--- src/rtl/mem_req_ctrl.sv ---
// rtl/mem_req_ctrl.sv - request FIFO and in-order issue master for a 16x16 single-port memory
module mem_req_ctrl #(
  parameter int Depth      = 4,
  parameter int Data_width = 32,
  parameter int FIFO_DEPTH = 4,
  parameter int TIMEOUT    = 8
) (
  input  logic                  clk,
  input  logic                  rst,
  input  logic                  req_valid,
  output logic                  req_ready,
  input  logic                  req_write,
  input  logic [Depth-1:0]      req_addr,
  input  logic [Data_width-1:0] req_wdata,
  output logic                  rsp_valid,
  output logic [Data_width-1:0] rsp_rdata,
  output logic                  rsp_err,
  output logic                  busy,
  output logic                  EN,
  output logic                  wr_en,
  output logic                  rd_en,
  output logic [Depth-1:0]      add,
  output logic [Data_width-1:0] Data_in,
  input  logic                  valid_out,
  input  logic [Data_width-1:0] Data_out
);

  localparam int PW = $clog2(FIFO_DEPTH);
  localparam int CW = $clog2(FIFO_DEPTH) + 1;
  localparam int TW = $clog2(TIMEOUT + 1);
  localparam int EW = 1 + Depth + Data_width;

  typedef enum logic [1:0] {IDLE, ISSUE, WAIT_RD} state_t;

  state_t                  state, state_next;
  logic [EW-1:0]           fifo_mem [FIFO_DEPTH];
  logic [PW-1:0]           wr_ptr, rd_ptr;
  logic [CW-1:0]           count;
  logic                    fifo_full, fifo_empty;
  logic                    push, pop, load;
  logic                    head_write;
  logic [Depth-1:0]        head_addr;
  logic [Data_width-1:0]   head_wdata;
  logic [TW-1:0]           tmr;
  logic                    tmr_clr, tmr_inc, tmr_done;
  logic                    rsp_ok, rsp_to;

  assign fifo_full  = (count == CW'(FIFO_DEPTH));
  assign fifo_empty = (count == '0);
  // Ready comes only from the registered count, so a same-cycle pop never frees a full FIFO.
  assign req_ready  = !fifo_full;
  assign push       = req_valid && !fifo_full;
  assign {head_write, head_addr, head_wdata} = fifo_mem[rd_ptr];
  assign tmr_done   = (tmr == TW'(TIMEOUT - 1));
  assign busy       = (count != '0) || (state != IDLE);

  // Request storage; entries are only meaningful while counted, so no reset is needed.
  always_ff @(posedge clk) begin
    if (push) fifo_mem[wr_ptr] <= {req_write, req_addr, req_wdata};
  end

  // FIFO pointers and occupancy; pointers wrap naturally at the power-of-2 depth.
  always_ff @(posedge clk or negedge rst) begin
    if (!rst) begin
      wr_ptr <= '0;
      rd_ptr <= '0;
      count  <= '0;
    end else begin
      if (push) wr_ptr <= wr_ptr + PW'(1);
      if (pop)  rd_ptr <= rd_ptr + PW'(1);
      case ({push, pop})
        2'b10:   count <= count + CW'(1);
        2'b01:   count <= count - CW'(1);
        default: count <= count;
      endcase
    end
  end

  // FSM state register.
  always_ff @(posedge clk or negedge rst) begin
    if (!rst) state <= IDLE;
    else      state <= state_next;
  end

  // FSM next state; rd_en tells ISSUE whether the access in flight is a read.
  always_comb begin
    state_next = state;
    case (state)
      IDLE:    if (!fifo_empty) state_next = ISSUE;
      ISSUE: begin
        if (rd_en)           state_next = WAIT_RD;
        else if (fifo_empty) state_next = IDLE;
      end
      WAIT_RD: if (valid_out || tmr_done) state_next = IDLE;
      default: state_next = IDLE;
    endcase
  end

  // FSM control decode: FIFO pops, pin loads, timer control and response events.
  always_comb begin
    pop     = 1'b0;
    load    = 1'b0;
    tmr_clr = 1'b0;
    tmr_inc = 1'b0;
    rsp_ok  = 1'b0;
    rsp_to  = 1'b0;
    case (state)
      IDLE: begin
        pop  = !fifo_empty;
        load = !fifo_empty;
      end
      ISSUE: begin
        if (rd_en) begin
          tmr_clr = 1'b1;
        end else begin
          pop  = !fifo_empty;
          load = !fifo_empty;
        end
      end
      WAIT_RD: begin
        if (valid_out)     rsp_ok  = 1'b1;
        else if (tmr_done) rsp_to  = 1'b1;
        else               tmr_inc = 1'b1;
      end
      default: ;
    endcase
  end

  // Registered memory pins; strobes last one cycle, address and data hold between accesses.
  always_ff @(posedge clk or negedge rst) begin
    if (!rst) begin
      EN      <= 1'b0;
      wr_en   <= 1'b0;
      rd_en   <= 1'b0;
      add     <= '0;
      Data_in <= '0;
    end else if (load) begin
      EN      <= 1'b1;
      wr_en   <= head_write;
      rd_en   <= !head_write;
      add     <= head_addr;
      Data_in <= head_wdata;
    end else begin
      EN    <= 1'b0;
      wr_en <= 1'b0;
      rd_en <= 1'b0;
    end
  end

  // Read-timeout counter, restarted as each read strobe retires.
  always_ff @(posedge clk or negedge rst) begin
    if (!rst)         tmr <= '0;
    else if (tmr_clr) tmr <= '0;
    else if (tmr_inc) tmr <= tmr + TW'(1);
  end

  // Response strobe; data and error flag hold until the next response.
  always_ff @(posedge clk or negedge rst) begin
    if (!rst) begin
      rsp_valid <= 1'b0;
      rsp_rdata <= '0;
      rsp_err   <= 1'b0;
    end else begin
      rsp_valid <= rsp_ok || rsp_to;
      if (rsp_ok) begin
        rsp_rdata <= Data_out;
        rsp_err   <= 1'b0;
      end else if (rsp_to) begin
        rsp_rdata <= '0;
        rsp_err   <= 1'b1;
      end
    end
  end

endmodule

--- config.mk ---
export PLATFORM = sky130hd
export DESIGN_NAME = mem_req_ctrl
export DESIGN_NICKNAME = d
export VERILOG_FILES = /design/src/rtl/mem_req_ctrl.sv
export SDC_FILE = /design/constraint.sdc
export NUM_CORES = 1
export LEC_CHECK = 0
export CAP_MARGIN = 20
export CORE_MARGIN = 2
export CORE_UTILIZATION = 57
export CTS_CLUSTER_SIZE = 30
export DETAILED_ROUTE_END_ITERATION = 8
export HOLD_SLACK_MARGIN = 0.02
export PLACE_DENSITY = 0.95
export REMOVE_ABC_BUFFERS = 1
export SYNTH_ARGS = -nofsm -noshare
export SYNTH_HDL_FRONTEND = slang
export SYNTH_SLANG_ARGS = --single-unit
--- constraint.sdc ---
create_clock -name clk -period 4.2 [get_ports clk]
set_clock_uncertainty 0.2 [all_clocks]
set_input_delay 0.84 -clock clk [delete_from_list [all_inputs] [get_ports clk]]
set_output_delay 0.84 -clock clk [all_outputs]
set_load 0.01 [all_outputs]
## Word level (Yosys, flattened, before mapping)

Memory sizes are Yosys's and may differ from the RTL's.
Index checks and enable logic that the tools add are counted.
W data, S select, Z words.

- Input port bits: 73
- Flip-flop bits (word level): 86
- Bits in writable memories: 148
- Word-level logic and storage cells: 72
- Memories: 1
- Output and inout port bits: 75

- Add/subtract/negate cells: 5
- Reductions and logical operators: 15
- Eq/ne operators: 9
- Muxes and demuxes: 29

Memories:

| memory | depth | bits a word | rd ports | clocked after Yosys merged registers in | wr ports | line | source |
|---|---|---|---|---|---|---|---|
| fifo_mem | 4 | 37 | 1 | 0 | 1 | 36 | `logic [EW-1:0] fifo_mem [FIFO_DEPTH];` |

Operator list:

| operator | count |
|---|---|
| $mux W32 | 2 |
| $mux W1 | 18 |
| $mux W2 | 4 |
| $mux W4 | 2 |
| $reduce_bool A2 Y1 | 4 |
| $pmux W2 S3 | 1 |
| $pmux W3 S2 | 1 |
| $add A2 B1 Y2 const B | 2 |
| $add A4 B1 Y4 const B | 1 |
| $eq A2 B1 Y1 const B | 2 |
| $eq A2 B2 Y1 const B | 2 |
| $eq A4 B3 Y1 const B | 1 |
| $ne A2 B2 Y1 const B | 2 |
| $add A3 B1 Y3 const B | 1 |
| $eq A3 B3 Y1 const B | 1 |
| $logic_not A1 Y1 | 3 |
| $logic_not A3 Y1 | 1 |
| $logic_or A1 B1 Y1 | 3 |
| $ne A3 B3 Y1 const B | 1 |
| $reduce_and A3 Y1 | 1 |
| $reduce_bool A3 Y1 | 1 |
| $sub A3 B1 Y3 const B | 1 |
| $logic_not A2 Y1 | 1 |
| $pmux W1 S2 | 1 |
| $logic_and A1 B1 Y1 | 1 |

## Depth between registers and ports, before layout

Gate-level depths: netlist of the first run.

- Depth in word-level cells: 6
- Mapped depth: 10
- Depth with buffers taken out: 9

## Worst setup path before layout of the first run

Ideal clock, no wire load.

- Path type: in2reg
- Start: input req_valid
- End: memory fifo_mem[0][0] (netlist name) (enable)
- Data arrival time: 1.778 ns
- Path buffers: 0
- Required time: 3.602 ns
- Stages on the path: 1
- Slack: 1.824 ns
- Setup time: 0.398 ns
- Path through: and3_1

- Word-level cells in the longest chain between the ends: 3

Ends and longest elaborated chain:

| element | line | source |
|---|---|---|
| start, declared | 10 | `input logic req_valid,` |
| $logic_and A1 B1 Y1 | 52 | `assign push = req_valid && !fifo_full;` |
| $mux W1 | 59 | `if (push) fifo_mem[wr_ptr] <= {req_write, req_addr, req_wdata};` |
| $mux W1 (implied by the code) | 59 |  |
| end, declared | 36 |  |

No other way between the ends.

## Worst setup path in the final report of the first run

- Start: register count[0]
- End: output busy

- Word-level cells in the longest chain between the ends: 2

Ends and longest elaborated chain:

| element | line | source |
|---|---|---|
| start, declared | 38 | `logic [CW-1:0] count;` |
| start signal, assigned | 72 | `2'b10: count <= count + CW'(1);` |
| start signal, assigned | 73 | `2'b01: count <= count - CW'(1);` |
| start signal, assigned | 74 | `default: count <= count;` |
| $reduce_bool A3 Y1 | 55 | `assign busy = (count != '0) \|\| (state != IDLE);` |
| $logic_or A1 B1 Y1 | 55 |  |
| end, declared | 18 | `output logic busy,` |

No other way between the ends.

==> metrics.txt, run 1 <==
initial antenna violation count 0; Async S/R FF share, synth 36.8%; DRT Wirelength 17500 um; max incr delay on CP 0.48 ns; post-DR wirelength/cell 22.3 um; drt pass-1 iters 4; TritonCTS clock tree yes; syn_area_per_cell 20.5 um2; Initial Utilization 57.5%; Worst VDD drop 0.528 mV; Vias about 4500; final setup fails 0; Leak ~4 nW; Sw Pwr 2.41 mW; Inserted Clock Buffers 24; Max-Cap Viols 0; Worst Path Max Fanout 4; CP Class reg -> out; fin worst setup slack just over 1 ns; Max Buffers Root-to-Sink 3; worst hold slack 0.210 ns; DP Wirelength between 10000 and 15000 um; #FFs+latches synth roughly 230; Mapped Area a little under 0.009 mm2; vias in the first global route 4978; die area 0.0162 mm2; largest net degree at the start of global routing 64; setup TNS 0 ns; Worst Path Required 3.16 ns; Synth area leaders edfxtp_1 51%, dfrtp_1 25%, mux4_2 9.6%; CP top delay family simple AND/OR/NAND/NOR gates; clock share of power 25.2%; Internal Power 6.04 mW; post-synth top area share 51.4%; Tightest Pin Transition roughly 0.99 ns; Area Overhead vs Synth 29.0%; Logic pwr share between 30% and 40%; Routability Congestion 0.746; final period utilization 75.7%; Commonest cells post-synth 148 x edfxtp_1, 86 x dfrtp_1, 37 x mux2_2, 37 x mux4_2, 32 x a22o_1; Critical Path End Type output port; worst-path cell chain or3_1 > or3_1 > clkdlybuf4s50_1; Root Buffer clkbuf_16; fin nets about 660; Synth Flop Type edfxtp_1; I/O Pins 148; HP Class in -> async; Setup Buffers After CTS 0; post-cts resize count 0; worst rel slew slack between 30% and 40%; Sequential Power Share 42.9%; # hold bufs at CTS 0; H-tree depth 1; total power 8.45 mW; die height 127 um; Yosys cell types 34; CP Buf/Inv Count 1; final number of hold-violating endpoints 0; global-route wire length before repair between 20000 and 30000 um; Vias/cell 5.79; worst path arrival time 2.14 ns; initial drt markers 259; n_diodes 0; Antenna Violating Nets Remaining 0; Post-Route Utilization 74.2%; Power Dens Cells ~760 mW/mm2; unrepaired setup endpoints after global routing false; Pins Over Slew Limit 0; total global routing overflow 0; Post-route DRC 0; number of synthesized flops with an enable pin 148; I/O Buffers 147; # clock sinks 234; most frequent cell after synthesis edfxtp_1; sequential area share after synthesis roughly three quarters; core box area 0.0150 mm2; Placement Rows 45; clock-pin slew on the worst setup and hold paths around 0.060 ns; highest clock rate roughly 310 MHz; Sw Ratio 28.5%; Place WS 1.25 ns; Tmin final 3.18 ns; Die X-Extent 127 um; CP startpoint kind flip-flop; Top cell by count, worst path or3_1; GRT Total Usage a little over a fifth; layout cells sized above 1 21.5%; Synth Warn # 0; outcome finished, final reports clean; cell count after synthesis 421; slowest cell on the critical path clkdlybuf4s50_1; worst skew pair latency between 0.5 and 0.6 ns; area leader, netlist edfxtp_1
worst register-to-register path: stages, from the launching register on:
cell and delay (ns):
dfrtp_1 0.41, or3b_1 0.50, and2_1 0.24, inv_1 0.07, ha_1 0.17, inv_1 0.06, fa_1 0.37, xor2_1 0.15
nor2_1 0.11, xor2_1 0.17
worst paths after layout:
check / to / depth (start not counted) / slack, ns / start
setup / recovery: busy / 3 / 1.02 / count[0]
hold / removal: Data_in[31] / 1 / 0.21 / rst
setup reg to reg: count[2] / 9 / 1.67 / count[0]
hold reg to reg: rsp_err / 2 / 0.30 / rsp_err
max in group asynchronous: Data_in[3] / 2 / 2.69 / rst
min in group clk: rsp_err / 2 / 0.30 / rsp_err
power groups by stage:
stage | logic (mW) | registers (mW) | clock network, mW
after detailed placement | 2.68 | 3.67 | 0
after global routing | 2.89 | 3.71 | 2.25
after floorplan | 1.36 | 3.75 | 0
after CTS | 2.72 | 3.64 | 2.16
final | 2.69 | 3.63 | 2.13
after global placement | 2.59 | 3.60 | 0
per-layer routing:
layer / wire, um / GRT usage, % / up-vias
li1: - / - / 1981
met1: 7060 / 27.6 / 2348
met2: 9040 / 39.1 / 181
met3: 1040 / 4.36 / 26
met4: 311 / 4.98 / 0
met5: 0 / 0 / -
logic make-up after synthesis:
kind of cell	share of synthesized area, %
AOI/OAI and AO/OA	3.81
muxes	14.7
and+or+nand+nor	1.95
DFF	76.3
adders and majority gates	1.10
xor gates and xnor gates	0.608
buffers and inverters	1.52
metrics by stage:
stage	instances	cell area, um2
2_1_floorplan	400	8550
5_1_grt	784	11100
3_3_place_gp	738	10300
6_report	784	11100
3_5_place_dp	738	10300
4_1_cts	782	11100
cell type report:
cell class	instances	area [um2]
Tap cell	188	235
Clock buffer	29	659
Clock inverter	15	163
Sequential cell	234	6600
Timing Repair Buffer	152	1530
Multi-Input combinational cell	157	1920
Inverter	9	33.8
Fill cell	837	3880
state kept, by name, summed over array words and instances, names as in the netlist:
register	cells
fifo_mem	148
wr_en	1
EN	1
rd_ptr	2
rd_en	1
rsp_valid	1
add	4
rsp_err	1
Data_in	32
state	2
tmr	4
rsp_rdata	32
wr_ptr	2
count	3
placed cells by master, fill, tap and decap left out, drive strengths merged:
master and instances:
a21oi 4, a22o 32, and2 2, and3 4, and3b 1, buf 6, bufinv 2, clkbuf 29
clkdlybuf4s50 146, clkinv 9, clkinvlp 3, dfrtp 86, edfxtp 148, fa 1, ha 6, inv 10
mux2 37, mux2i 2, mux4 37, nand2 2, nand3 1, nand3b 1, nand4b 1, nor2 5
nor2b 2, nor4bb 1, o21ai 3, o22ai 1, o31ai 1, or3 3, or3b 3, or4 1
xnor2 4, xor2 2
(Power assumes the default switching activity.)
==> run 2, diff against run 1 <==
--- a/config.mk
+++ b/config.mk
@@ -7,11 +7,11 @@
 export LEC_CHECK = 0
 export CAP_MARGIN = 20
 export CORE_MARGIN = 2
-export CORE_UTILIZATION = 57
+export CORE_UTILIZATION = 53
 export CTS_CLUSTER_SIZE = 30
 export DETAILED_ROUTE_END_ITERATION = 8
 export HOLD_SLACK_MARGIN = 0.02
-export PLACE_DENSITY = 0.95
+export PLACE_DENSITY = 0.92
 export REMOVE_ABC_BUFFERS = 1
 export SYNTH_ARGS = -nofsm -noshare
 export SYNTH_HDL_FRONTEND = slang
==> constraint.sdc (replaced) <==
create_clock -name clk -period 3.15 [get_ports clk]
set_clock_uncertainty 0.2 [all_clocks]
set_input_delay 0.63 -clock clk [delete_from_list [all_inputs] [get_ports clk]]
set_output_delay 0.63 -clock clk [all_outputs]
set_load 0.01 [all_outputs]
==> run 2 against run 1 <==
  * Largest power group unchanged
  * Cell area up 1.2%
  * Hold slack better by 0.094 ns
  * Sequential share of layout area down 0.73 points
  * Highest routed layer unchanged
  * Power up 36%
  * First-iteration DRC count up 28%
==> metrics.txt, run 2 (same netlist as run 1, synthesis figures left out) <==
n_diodes 0 (unchanged); Vias 4604 (+1.5%); Filler cells 956 (+14%); core box area 0.0159 mm2 (+5.7%); Placement Rows 46 (+2.2%); most flop-heavy register fifo_mem; Inserted Clock Buffers 23 (-4.2%); number of cells on the worst hold path 1; largest net degree at the start of global routing 49 (-23%); Worst Path Required 2.32 ns (-0.84 ns); GRT Total Usage 20.5% (-1.2 points); Tmin final around 3.0 ns; clock-pin slew on the worst setup and hold paths 0.06 ns (about the same); FF/Latch Area 0.00660 mm2 (unchanged); worst r2r dst count[2]; # clock sinks 234 (unchanged); die area 0.0173 mm2 (+7.3%); Area Overhead vs Synth 30.6%; Largest register FFs 148 (unchanged); initial antenna violation count 0 (unchanged); Antenna Violating Nets Remaining 0 (unchanged); I/O Pins 148 (unchanged); TritonCTS clock tree yes; Worst Path Max Fanout 4 (unchanged); vias in the first global route 4979 (+0.020%); Hold EP Data_in[6]; drt pass-1 iters 7 (+3); global-route wire length before repair 27500 um (+2.8%); DP Wirelength 11300 um (+3.8%); reg-to-reg slack, setup 0.57 ns (-1.10 ns); Post-route DRC 0 (unchanged); area occupied by multi-input gates 0.00192 mm2 (unchanged); beginning of the worst register-to-register path count[0]; layout cells sized above 1 21.6% (+0.15 points); CP Class reg -> out; final period utilization between 90% and 100%; worst path arrival time 2.17 ns (+0.03 ns); post-DR wirelength/cell 21.5 um (-3.5%); total power 11.5 mW (+36%); final setup fails 0 (unchanged); Routability Congestion 0.853 (+14%); hold wc startpoint Data_in[6]; Tightest Pin Transition 0.943 ns (-0.0490 ns); Worst VDD drop 0.664 mV (+26%); HP Class reg -> reg; Root Buffer clkbuf_16; Max-Cap Viols 0 (unchanged); setup TNS 0 ns (unchanged); most common cell after layout, fill and taps aside edfxtp_1; most frequent cells in the layout 148 x edfxtp_1, 146 x clkdlybuf4s50_1, 84 x dfrtp_1; Initial Utilization 54.4% (-3.1 points); post-cts resize count 0 (unchanged); biggest regs fifo_mem (148), Data_in (32), rsp_rdata (32); Pins Over Slew Limit 0 (unchanged); highest clock rate 334 MHz; I/O Buffers 147 (unchanged); final number of hold-violating endpoints 0 (unchanged); H-tree depth 1 (unchanged); CP startpoint kind flip-flop; total global routing overflow 0 (unchanged); worst skew pair latency 0.50 ns (-0.02 ns); DRT Wirelength 17500 um (+0.56%); unrepaired setup endpoints after global routing false; Place WS 0.443 ns (-0.806 ns); Critical Path End Type output port; Vias/cell 5.64 (-2.6%); worst rel slew slack 37.1% (+3.3 points); die height 132 um (+3.6%); outcome finished, final reports clean; Power Dens Cells 1010 mW/mm2 (+34%); Reg2Reg Depth 9 (unchanged); fin worst setup slack 0.153 ns (-0.869 ns); fin nets 665 (+1.1%); initial drt markers 332 (+28%); Die X-Extent 132 um (+3.6%); Max Buffers Root-to-Sink 3 (unchanged); Leak 4.15 nW (+1.5%)
## run 2: cell count changes in the layout (fill, tap and decap cells not counted), sizes merged
cell,previous run,this run
clkbuf,29,31
dlygate4sd3,0,1
bufinv,2,5
clkinv,9,5
clkinvlp,3,0
inv,10,9
buf,6,13
## run 2: repair_timing
item                      4_1_cts  5_1_grt
setup buffers                   0        0
hold buffers                    1        0
hold endpoints to repair       46        0
## run 2: worst max-delay path by stage
stage / startpoint / to / slack (ns) / cells past startpoint
detailed placement: req_valid / count[2] / 0.44 / 9
finish: count[0] / busy / 0.15 / 3
CTS: count[0] / busy / 0.13 / 3
global placement: req_valid / count[2] / 0.55 / 9
global route: count[0] / busy / 0.08 / 3
floorplan: count[0] / count[2] / 0.06 / 9
## run 2: layout make-up
class	instances	share of cell area (%)
clock buffers	31	5.81
clock inverters	10	1.53
inverters	9	0.299
multi-input cells	157	17.0
flip-flops and latches	234	58.5
well taps	216	2.39
repair buffers	160	14.5
## run 2: report_power, final
| group | switching, mW | internal, mW |
|---|---|---|
| clock network | 1.08 | 1.86 |
| registers | 0.539 | 4.25 |
| logic | 1.54 | 2.19 |
## run 2: critical path, cell delays in order, from the launching register on
cell             delay [ns]
dfrtp_1                0.42
or3_1                  0.43
or3_1                  0.33
clkdlybuf4s50_1        0.50
## run 2: per-stage QoR
| stage | utilization [%] | hold slack [ns] | area (um2) | cells |
|---|---|---|---|---|
| floorplan | - | 0.134 | 8550 | 400 |
| global placement | 65.8 | 0.262 | 10400 | 775 |
| detailed placement | 65.8 | 0.291 | 10400 | 775 |
| CTS | 71.1 | 0.307 | 11300 | 817 |
| global route | 71.1 | 0.326 | 11300 | 817 |
| finish | 71.1 | 0.304 | 11300 | 817 |
## run 2: per-layer routing
metal	wire length (um)	track usage, %	up-vias
met4	257	5.25	0
li1	-	-	1999
met3	1150	4.36	22
met5	0	0	-
met2	9420	37.7	198
met1	6720	24.8	2385
